## src/rtl/serial_adder_pkg.sv

```systemverilog
// Shared types for the serial adder.
//   sadd_state_e : control FSM states
//                  IDLE : accepting operands
//                  RUN  : adding one chunk per clock
//                  DONE : holding the result until it is consumed
package serial_adder_pkg;

  typedef enum logic [1:0] {
    IDLE = 2'd0,
    RUN  = 2'd1,
    DONE = 2'd2
  } sadd_state_e;

endpackage

```

## src/rtl/adder_slice.sv

```systemverilog
// Combinational CHUNK-bit ripple-carry adder slice.
// Ports:
//   x, y  in  CHUNK  addend bits
//   ci    in  1      carry into bit 0
//   s     out CHUNK  sum bits
//   co    out 1      carry out of bit CHUNK-1
module adder_slice #(
  parameter int CHUNK = 1
) (
  input  logic [CHUNK-1:0] x,
  input  logic [CHUNK-1:0] y,
  input  logic             ci,
  output logic [CHUNK-1:0] s,
  output logic             co
);

  // The ripple carry lives in a block-local variable so each bit's carry is
  // an intermediate value, not a flat self-referencing vector.
  always_comb begin : ripple
    logic cy;
    cy = ci;
    s  = '0;
    for (int i = 0; i < CHUNK; i++) begin
      s[i] = x[i] ^ y[i] ^ cy;
      cy   = (x[i] & y[i]) | (cy & (x[i] ^ y[i]));
    end
    co = cy;
  end

endmodule

```

## src/rtl/serial_adder.sv

```systemverilog
// Multi-cycle adder: adds CHUNK bits of a WIDTH-bit addition per clock,
// carrying between chunks through a flop, with valid/ready handshakes.
// Ports:
//   clk        in   1      clock, rising edge
//   rst_n      in   1      asynchronous active-low reset
//   in_valid   in   1      operands presented
//   in_ready   out  1      operands can be accepted (IDLE only)
//   a, b       in   WIDTH  operands, sampled on input handshake
//   cin        in   1      carry-in, sampled on input handshake
//   out_valid  out  1      result available (DONE only)
//   out_ready  in   1      consumer takes result
//   sum        out  WIDTH  (a + b + cin) mod 2^WIDTH
//   cout       out  1      unsigned carry-out
//   ovf        out  1      two's-complement overflow
//   busy       out  1      RUN or DONE
module serial_adder
  import serial_adder_pkg::*;
#(
  parameter int WIDTH = 8,
  parameter int CHUNK = 1
) (
  input  logic             clk,
  input  logic             rst_n,
  input  logic             in_valid,
  output logic             in_ready,
  input  logic [WIDTH-1:0] a,
  input  logic [WIDTH-1:0] b,
  input  logic             cin,
  output logic             out_valid,
  input  logic             out_ready,
  output logic [WIDTH-1:0] sum,
  output logic             cout,
  output logic             ovf,
  output logic             busy
);

  localparam int NCH   = WIDTH / CHUNK;
  localparam int CNT_W = $clog2(NCH + 1);
  localparam logic [CNT_W-1:0] CNT_LAST = CNT_W'(NCH - 1);

  generate
    if ((WIDTH < 1) || (CHUNK < 1) || ((WIDTH % CHUNK) != 0)) begin : g_param_err
      $error("serial_adder: WIDTH must be >= 1 and a multiple of CHUNK");
    end
  endgenerate

  sadd_state_e state, state_nxt;

  logic [WIDTH-1:0] a_sh;
  logic [WIDTH-1:0] b_sh;
  logic             carry;
  logic             a_msb;
  logic             b_msb;
  logic [CNT_W-1:0] cnt;
  logic [WIDTH-1:0] sum_r;
  logic             cout_r;
  logic             ovf_r;

  logic [CHUNK-1:0]       slice_s;
  logic                   slice_co;
  logic [WIDTH+CHUNK-1:0] sum_cat;
  logic [WIDTH-1:0]       sum_shift;
  logic                   accept;
  logic                   last_chunk;

  adder_slice #(.CHUNK(CHUNK)) u_slice (
    .x  (a_sh[CHUNK-1:0]),
    .y  (b_sh[CHUNK-1:0]),
    .ci (carry),
    .s  (slice_s),
    .co (slice_co)
  );

  // New chunk enters at the MSB end; after NCH shifts the first chunk has
  // reached bit 0. Concatenate-then-slice also covers CHUNK == WIDTH.
  assign sum_cat    = {slice_s, sum_r};
  assign sum_shift  = sum_cat[WIDTH+CHUNK-1:CHUNK];
  assign accept     = in_valid && (state == IDLE);
  assign last_chunk = (cnt == CNT_LAST);

  // State register
  always_ff @(posedge clk or negedge rst_n) begin
    if (!rst_n) state <= IDLE;
    else        state <= state_nxt;
  end

  // Next-state and handshake outputs
  always_comb begin
    state_nxt = state;
    in_ready  = 1'b0;
    out_valid = 1'b0;
    busy      = 1'b0;
    case (state)
      IDLE: begin
        in_ready = 1'b1;
        if (in_valid) state_nxt = RUN;
      end
      RUN: begin
        busy = 1'b1;
        if (last_chunk) state_nxt = DONE;
      end
      DONE: begin
        busy      = 1'b1;
        out_valid = 1'b1;
        if (out_ready) state_nxt = IDLE;
      end
      default: state_nxt = IDLE;
    endcase
  end

  // Datapath: operand shifters, carry flop, counter, result registers
  always_ff @(posedge clk or negedge rst_n) begin
    if (!rst_n) begin
      a_sh   <= '0;
      b_sh   <= '0;
      carry  <= 1'b0;
      a_msb  <= 1'b0;
      b_msb  <= 1'b0;
      cnt    <= '0;
      sum_r  <= '0;
      cout_r <= 1'b0;
      ovf_r  <= 1'b0;
    end else begin
      case (state)
        IDLE: begin
          if (accept) begin
            a_sh  <= a;
            b_sh  <= b;
            carry <= cin;
            a_msb <= a[WIDTH-1];
            b_msb <= b[WIDTH-1];
            cnt   <= '0;
          end
        end
        RUN: begin
          a_sh  <= a_sh >> CHUNK;
          b_sh  <= b_sh >> CHUNK;
          carry <= slice_co;
          sum_r <= sum_shift;
          cnt   <= cnt + CNT_W'(1);
          if (last_chunk) begin
            cout_r <= slice_co;
            // Overflow: like-signed operands producing an opposite-signed sum.
            ovf_r  <= (a_msb == b_msb) && (sum_shift[WIDTH-1] != a_msb);
          end
        end
        default: ;  // DONE: results frozen until consumed
      endcase
    end
  end

  assign sum  = sum_r;
  assign cout = cout_r;
  assign ovf  = ovf_r;

endmodule
```

## config.mk

```make
export PLATFORM = sky130hd
export DESIGN_NAME = serial_adder
export DESIGN_NICKNAME = d
export VERILOG_FILES = /design/src/rtl/serial_adder_pkg.sv /design/src/rtl/adder_slice.sv /design/src/rtl/serial_adder.sv
export SDC_FILE = /design/constraint.sdc
export NUM_CORES = 1
export LEC_CHECK = 0
export CAP_MARGIN = 20
export CORE_MARGIN = 8
export CORE_UTILIZATION = 35
export CTS_CLUSTER_SIZE = 14
export DETAILED_ROUTE_END_ITERATION = 6
export PLACE_DENSITY = 0.63
export SYNTH_ARGS = -nofsm -noshare
export SYNTH_HDL_FRONTEND = slang
export SYNTH_SLANG_ARGS = --single-unit
```

## constraint.sdc

```tcl
create_clock -name clk -period 2.4 [get_ports clk]
set_input_delay 0.6 -clock clk [delete_from_list [all_inputs] [get_ports clk]]
set_output_delay 0.6 -clock clk [all_outputs]
set_load 0.02 [all_outputs]
```

==> results of run 1 <==
[worst paths after layout]
check | start | to | slack [ns]
max | state[0] | busy | 0.20
min | a_sh[1] | a_sh[1] | 0.48
max reg2reg | state[1] | sum[6] | 0.55
min reg2reg | a_sh[1] | a_sh[1] | 0.48
max in group asynchronous | rst_n | b_sh[3] | 1.35
min in group asynchronous | rst_n | sum[7] | 0.74
[Yosys cell counts, drive strengths merged]
cell    instances
clkbuf          1
a32o            1
nor2b           4
ha              4
or4b            1
buf             7
and3b           1
nor2            1
o32a            1
nand2          23
dfrtp          35
nor3            1
fa              1
nand2b          1
a31oi           2
mux2           12
nand3           4
mux2i          16
o21ai          19
nand4b          2
a21oi           1
a211oi          1
inv             2
nand3b          2
[routing by layer]
| metal | GRT usage (%) | routed length [um] |
|---|---|---|
| met2 | 15.96 | 1559 |
| met5 | 0 | 0 |
| met3 | 3.512 | 194 |
| met1 | 12.06 | 1495 |
| met4 | 4.369 | 42 |
[worst reg2reg max path: stages, from the launching register on]
cell and delay [ns]:
dfrtp_1 0.40, inv_1 0.08, ha_1 0.58, buf_4 0.33, mux2_2 0.35
[final cells by class]
class | count | area (um^2) | area share (%)
timing repair buffer | 38 | 367.9 | 17.40
clock buffer | 6 | 72.57 | 3.432
multi-input combinational | 98 | 723.2 | 34.20
sequential | 35 | 875.8 | 41.42
tap | 54 | 67.56 | 3.195
inverter | 2 | 7.507 | 0.3550
[power breakdown]
| group | switching (mW) | internal [mW] | total (mW) |
|---|---|---|---|
| Clock | 0.180 | 0.193 | 0.373 |
| Sequential | 0.184 | 0.875 | 1.06 |
| Combinational | 0.694 | 0.710 | 1.40 |
[flip-flops by register name (all words and copies together), names as in the netlist]
name / flops
a_msb: 1
b_sh: 8
cout: 1
state: 2
sum: 8
cnt: 4
b_msb: 1
ovf: 1
carry: 1
a_sh: 8
[logic make-up after synthesis]
group           after synthesis
simple gates                 40
flops                        35
mux                          28
compound gates               25
buf+inv                      10
fa+ha+maj                     5
[through the flow]
| step | hold WS (ns) | worst slack [ns] | utilization, % |
|---|---|---|---|
| after floorplan | 0.3044 | 0.7096 | - |
| after global placement | 0.4645 | 0.3570 | 44.11 |
| after detailed placement | 0.4760 | 0.3200 | 44.11 |
| after CTS | 0.4898 | 0.1882 | 45.68 |
| after global routing | 0.5042 | 0.1343 | 45.68 |
| final | 0.4810 | 0.1996 | 45.68 |
==> results.md, run 1 <==
* Grt ovf at 0
* Crit path depth at 3
* DRT antenna net count at 0
* Crit. End Element: output port
* Most frequent cells in the layout: dfrtp_1, clkdlybuf4s50_1, nand2_1
* Synth top area cells: dfrtp_1, mux2i_1, mux2_2
* Root buf cell: clkbuf_8
* Global-route wire length before repair at 5844 um
* Post-CTS Setup Repair Bufs at 0
* Xor and xnor fraction of the mapped netlist area at 0%
* Compound-Gate Fraction of Synth Area at 8.504%
* Slowest-stage cell, CP: clkdlybuf4s50_1
* I/O pins at 34
* Total Power at 2.837 mW
* Die ar. at 7160 um^2
* Final HPWL DP at 2469 um
* Die X at 84.62 um
* Final RePlAce weighted congestion at 0.7845
* CTS H-Tree Depth at 2
* Outcome: finished, final reports clean
* Vias in the first global route at 1,220
* Maxcap violations at 0
* Worst EP arrival at 1.60 ns
* RSZ-0062 raised after global routing: no
* Fin cells at 233
* Initial Utilization at 35.59%
* Worst Reg-to-Reg Cells at 4
* Std cell rows at 25
* Register area share after synthesis at 53.15%
* Post-Syn Area at 1648 um^2
* Synth Area in Adders at 4.252%
* Setup violators final at 0
* Period utilisation layout at 91.69%
* LEAKAGE at 0.9275 nW
* Max rail drop VDD at 0.5176 mV
* # fillers at 436
* CP peak stage delay at 0.60 ns
* Drt pass-1 iters at 4
* DP Area at 2042 um^2
* FMAX at 454.5 MHz
* Clk sinks at 35
* Setup TNS at 0 ns
* Die H at 84.62 um
* Simple-gate area share of the yosys netlist at 12.45%
* Tot GR Track Use at 10.09%
* Total number of vias at 1,164
* Cts bufs inserted at 5
* Worst-margin pin slew at 0.6695 ns
* Ratio of cells with drive above 1 in the final layout at 13.41%
* Distinct cell type count after synthesis at 28
* Placed cells at 227
* Layout net count at 206
* Synthesis-stage register bit count at 35
* Final Critical Period at 2.200 ns
* Cts hold-fix bufs at 0
* Most common cell after layout, fill and taps aside: dfrtp_1
* Yosys warnings at 0
* Core Region at 4629 um^2
* Syn Inst Count at 143
* Worst Hold Class: register to register
* CTS Buffer Depth at 2
* Worst EP required at 1.80 ns
* Final Max Slew Viols at 0
* Yosys top cell area share at 53.15%
* Reg clk slew, reported paths at 0.06 ns
* Diode count at 0
* Post_cts resized at 0
* Drt via density at 4.996
* Largest net degree at the start of global routing at 36
* Critical path type: register to output port
* Type of origin of the critical path: register
* Clock Skews at 0.004538 ns
* Worst Path Max Fanout at 3
* Final Hold Vio Count at 0
* Initial drt markers at 99
* TritonCTS clock tree: done
* Syn_area_per_cell at 11.52 um^2
* Pwr dens at 1342 nW/um^2
* Buf/Inv on CP at 2
* Clk_lat worst skew at 0.27 ns
* Max transition margin at 55.37%
* DRC at 0
* Worst path top cell family by delay: buffers and inverters
* Largest family of logic cells by synthesized area: multiplexers
* Avg WL per Cell at 14.13 um
* Final instance area at 2115 um^2
* Hold path depth at 2
* Port-buffer cells at 33
* Mux contribution to synthesized area at 18.68%
* Area delta synth->final at 28.32%
* Synth area leader: dfrtp_1
* Initial antenna violation count at 0
* Routed WL at 3292 um
* Syn_nets at 169
* Crit-path cells: inv_1, ha_1, clkdlybuf4s50_1
Note: power is estimated with default switching activity, not from simulation.
==> inputs of run 2 (changes only) <==
--- a/config.mk
+++ b/config.mk
@@ -10,7 +10,7 @@
 export CORE_UTILIZATION = 35
 export CTS_CLUSTER_SIZE = 14
 export DETAILED_ROUTE_END_ITERATION = 6
-export PLACE_DENSITY = 0.63
+export SKIP_LAST_GASP = 1
 export SYNTH_ARGS = -nofsm -noshare
 export SYNTH_HDL_FRONTEND = slang
 export SYNTH_SLANG_ARGS = --single-unit
==> run 2 against run 1 <==
Die area stayed put. Final area increased by 0.36%. Sequential power about the same. Register-to-register slack improved by 0.02 ns. Flip-flop and latch count stayed put. Clock-buffer cell count did not move. Combinational power is essentially flat. Power is 0.77% higher. Critical endpoint unchanged. Largest cell class unchanged.
==> results.md, run 2 (synthesized netlist as in run 1, its figures left out) <==
* Largest net degree at the start of global routing at 36 (unchanged)
* Final Max Slew Viols at 0 (unchanged)
* Period utilisation layout at 92.08% (+0.40 points)
* Crit-path cells: inv_1, ha_1, clkdlybuf4s50_1
* Worst Path Max Fanout at 3 (unchanged)
* Root buf cell: clkbuf_8
* Worst-margin pin slew at 0.6027 ns (-0.06673 ns)
* Max transition margin at 59.82% (+4.4 points)
* Setup TNS at 0 ns (unchanged)
* Worst Slack Setup Final at 0.1901 ns (-0.009492 ns)
* Avg WL per Cell at 14.07 um (-0.39%)
* Std cell rows at 25 (unchanged)
* RSZ-0062 raised after global routing: no
* Die X at 84.62 um (unchanged)
* Initial drt markers at 49 (-51%)
* Cts bufs inserted at 5 (unchanged)
* Ratio of cells with drive above 1 in the final layout at 13.48% (+0.075 points)
* Die H at 84.62 um (unchanged)
* Worst Hold Class: register to register
* Critical path type: register to output port
* LEAKAGE at 0.9262 nW (-0.14%)
* Max rail drop VDD at 0.4557 mV (-12%)
* DRC at 0 (unchanged)
* Drt pass-1 iters at 4 (unchanged)
* Cts hold-fix bufs at 0 (unchanged)
* Reg-to-Reg Start: state[1]
* Hold path depth at 2 (unchanged)
* Die ar. at 7160 um^2 (unchanged)
* Outcome: finished, final reports clean
* Diode count at 0 (unchanged)
* Core Region at 4629 um^2 (unchanged)
* Maxcap violations at 0 (unchanged)
* Most frequent cells in the layout: dfrtp_1, clkdlybuf4s50_1, nand2_1
* Routed WL at 3265 um (-0.82%)
* Slowest-stage cell, CP: clkdlybuf4s50_1
* Post_cts resized at 0 (unchanged)
* Clk pwr share at 13.0% (about the same)
* Clock Skews at 0.005654 ns (+0.001116 ns)
* # fillers at 424 (-2.8%)
* Type of origin of the critical path: register
* Buf/Inv on CP at 2 (unchanged)
* Reg clk slew, reported paths at 0.06 ns (about the same)
* DRT antenna net count at 0 (unchanged)
* CTS H-Tree Depth at 2 (unchanged)
* Storage element area at 875.8 um^2 (unchanged)
* Reg power frac at 37.0% (-0.4 points)
* Final RePlAce weighted congestion at 0.7615 (-2.9%)
* WHS at 0.4770 ns (-0.003954 ns)
* Final HPWL DP at 2410 um (-2.4%)
* R2R Path End: b_sh[4]
* Post-CTS Setup Repair Bufs at 0 (unchanged)
* Layout net count at 205 (-0.49%)
* Area delta synth->final at 28.78%
* TritonCTS clock tree: done
* P_int at 1.798 mW (+1.1%)
* Final instance area at 2122 um^2 (+0.36%)
* Pre-CTS setup slack at 0.2988 ns (-0.02115 ns)
* Drt via density at 4.953 (-0.86%)
* Final Hold Vio Count at 0 (unchanged)
* Setup violators final at 0 (unchanged)
* Most common cell after layout, fill and taps aside: dfrtp_1
* Hold Path End: ovf
* Switching Share at 37.09% (-0.23 points)
* FMAX at 452.5 MHz (-0.43%)
* Grt ovf at 0 (unchanged)
* Pwr dens at 1347 nW/um^2 (+0.42%)
* Initial Utilization at 35.59% (unchanged)
* Final Critical Period at 2.210 ns (+0.009492 ns)
* Global-route wire length before repair at 5595 um (-4.3%)
* Vias in the first global route at 1,209 (-0.90%)
* Multi-input gate area in the final layout at 725.7 um^2 (+0.35%)
* Clk sinks at 35 (unchanged)
* Flop2flop setup slack at 0.57 ns (+0.02 ns)
* Worst EP required at 1.80 ns (about the same)
* Worst Reg-to-Reg Cells at 5 (+1)
* Worst path top cell family by delay: buffers and inverters
* DP Area at 2049 um^2 (+0.37%)
* Total number of vias at 1,149 (-1.3%)
* CP peak stage delay at 0.61 ns (about the same)
* Port-buffer cells at 33 (unchanged)
* I/O pins at 34 (unchanged)
* Initial antenna violation count at 0 (unchanged)
* Worst EP arrival at 1.61 ns (about the same)
* Placed cells at 226 (-0.44%)
* Crit. End Element: output port
* Hold Startpoint: ovf
* Fin cells at 232 (-0.43%)
* Tot GR Track Use at 10.01% (-0.076 points)
* Logic pwr share at 49.9% (+0.4 points)
* Clk_lat worst skew at 0.28 ns (about the same)
* P_sw at 1.060 mW (+0.15%)
* CTS Buffer Depth at 2 (unchanged)
==> run 2: cell count changes in the layout (fill, tap and decap cells not counted) <==
cell    delta
buf_12     +1
ha_1       -1
ha_2       +1
buf_4      -2
==> run 2: through the flow <==
stage / util, % / power, mW
floorplan: - / 2.027
global placement: 44.27 / 2.461
detailed placement: 44.27 / 2.520
CTS: 45.84 / 2.907
global route: 45.84 / 3.101
finish: 45.84 / 2.859
==> run 2: area by class of cell <==
type                    count  share of cell area, %
inverters                   2                 0.3538
well taps                  54                  3.184
multi-input cells          98                  34.20
repair buffers             37                  17.57
clock buffers               6                  3.420
flip-flops and latches     35                  41.27
==> run 2: worst max-delay path by stage <==
stage,start,to,slack (ns),cells after the start
floorplan,state[0],state[0],0.71,6
finish,state[1],busy,0.19,3
detailed placement,in_valid,state[0],0.30,4
CTS,state[1],busy,0.18,3
global route,state[0],busy,0.12,3
global placement,in_valid,state[0],0.36,4
==> run 2: worst min-delay path, delay by kind of cell (launching register included) <==
kind	cells	cell delay, ns
simple gates	1	0.04
flops	1	0.34
compound gates	1	0.06
==> run 2: layer usage <==
layer,vias to the layer above,GRT usage [%],wire (um)
met5,-,0,0
met4,0,5.825,71
met3,8,3.707,184
met2,25,15.75,1532
met1,546,11.39,1476
li1,570,-,-
==> run 2: power groups by stage <==
stage | Combinational, mW | Clock, mW | Sequential [mW]
2_1_floorplan | 0.903 | 0 | 1.12
3_3_place_gp | 1.40 | 0 | 1.06
3_5_place_dp | 1.45 | 0 | 1.07
4_1_cts | 1.45 | 0.393 | 1.06
5_1_grt | 1.57 | 0.422 | 1.10
6_report | 1.43 | 0.372 | 1.06
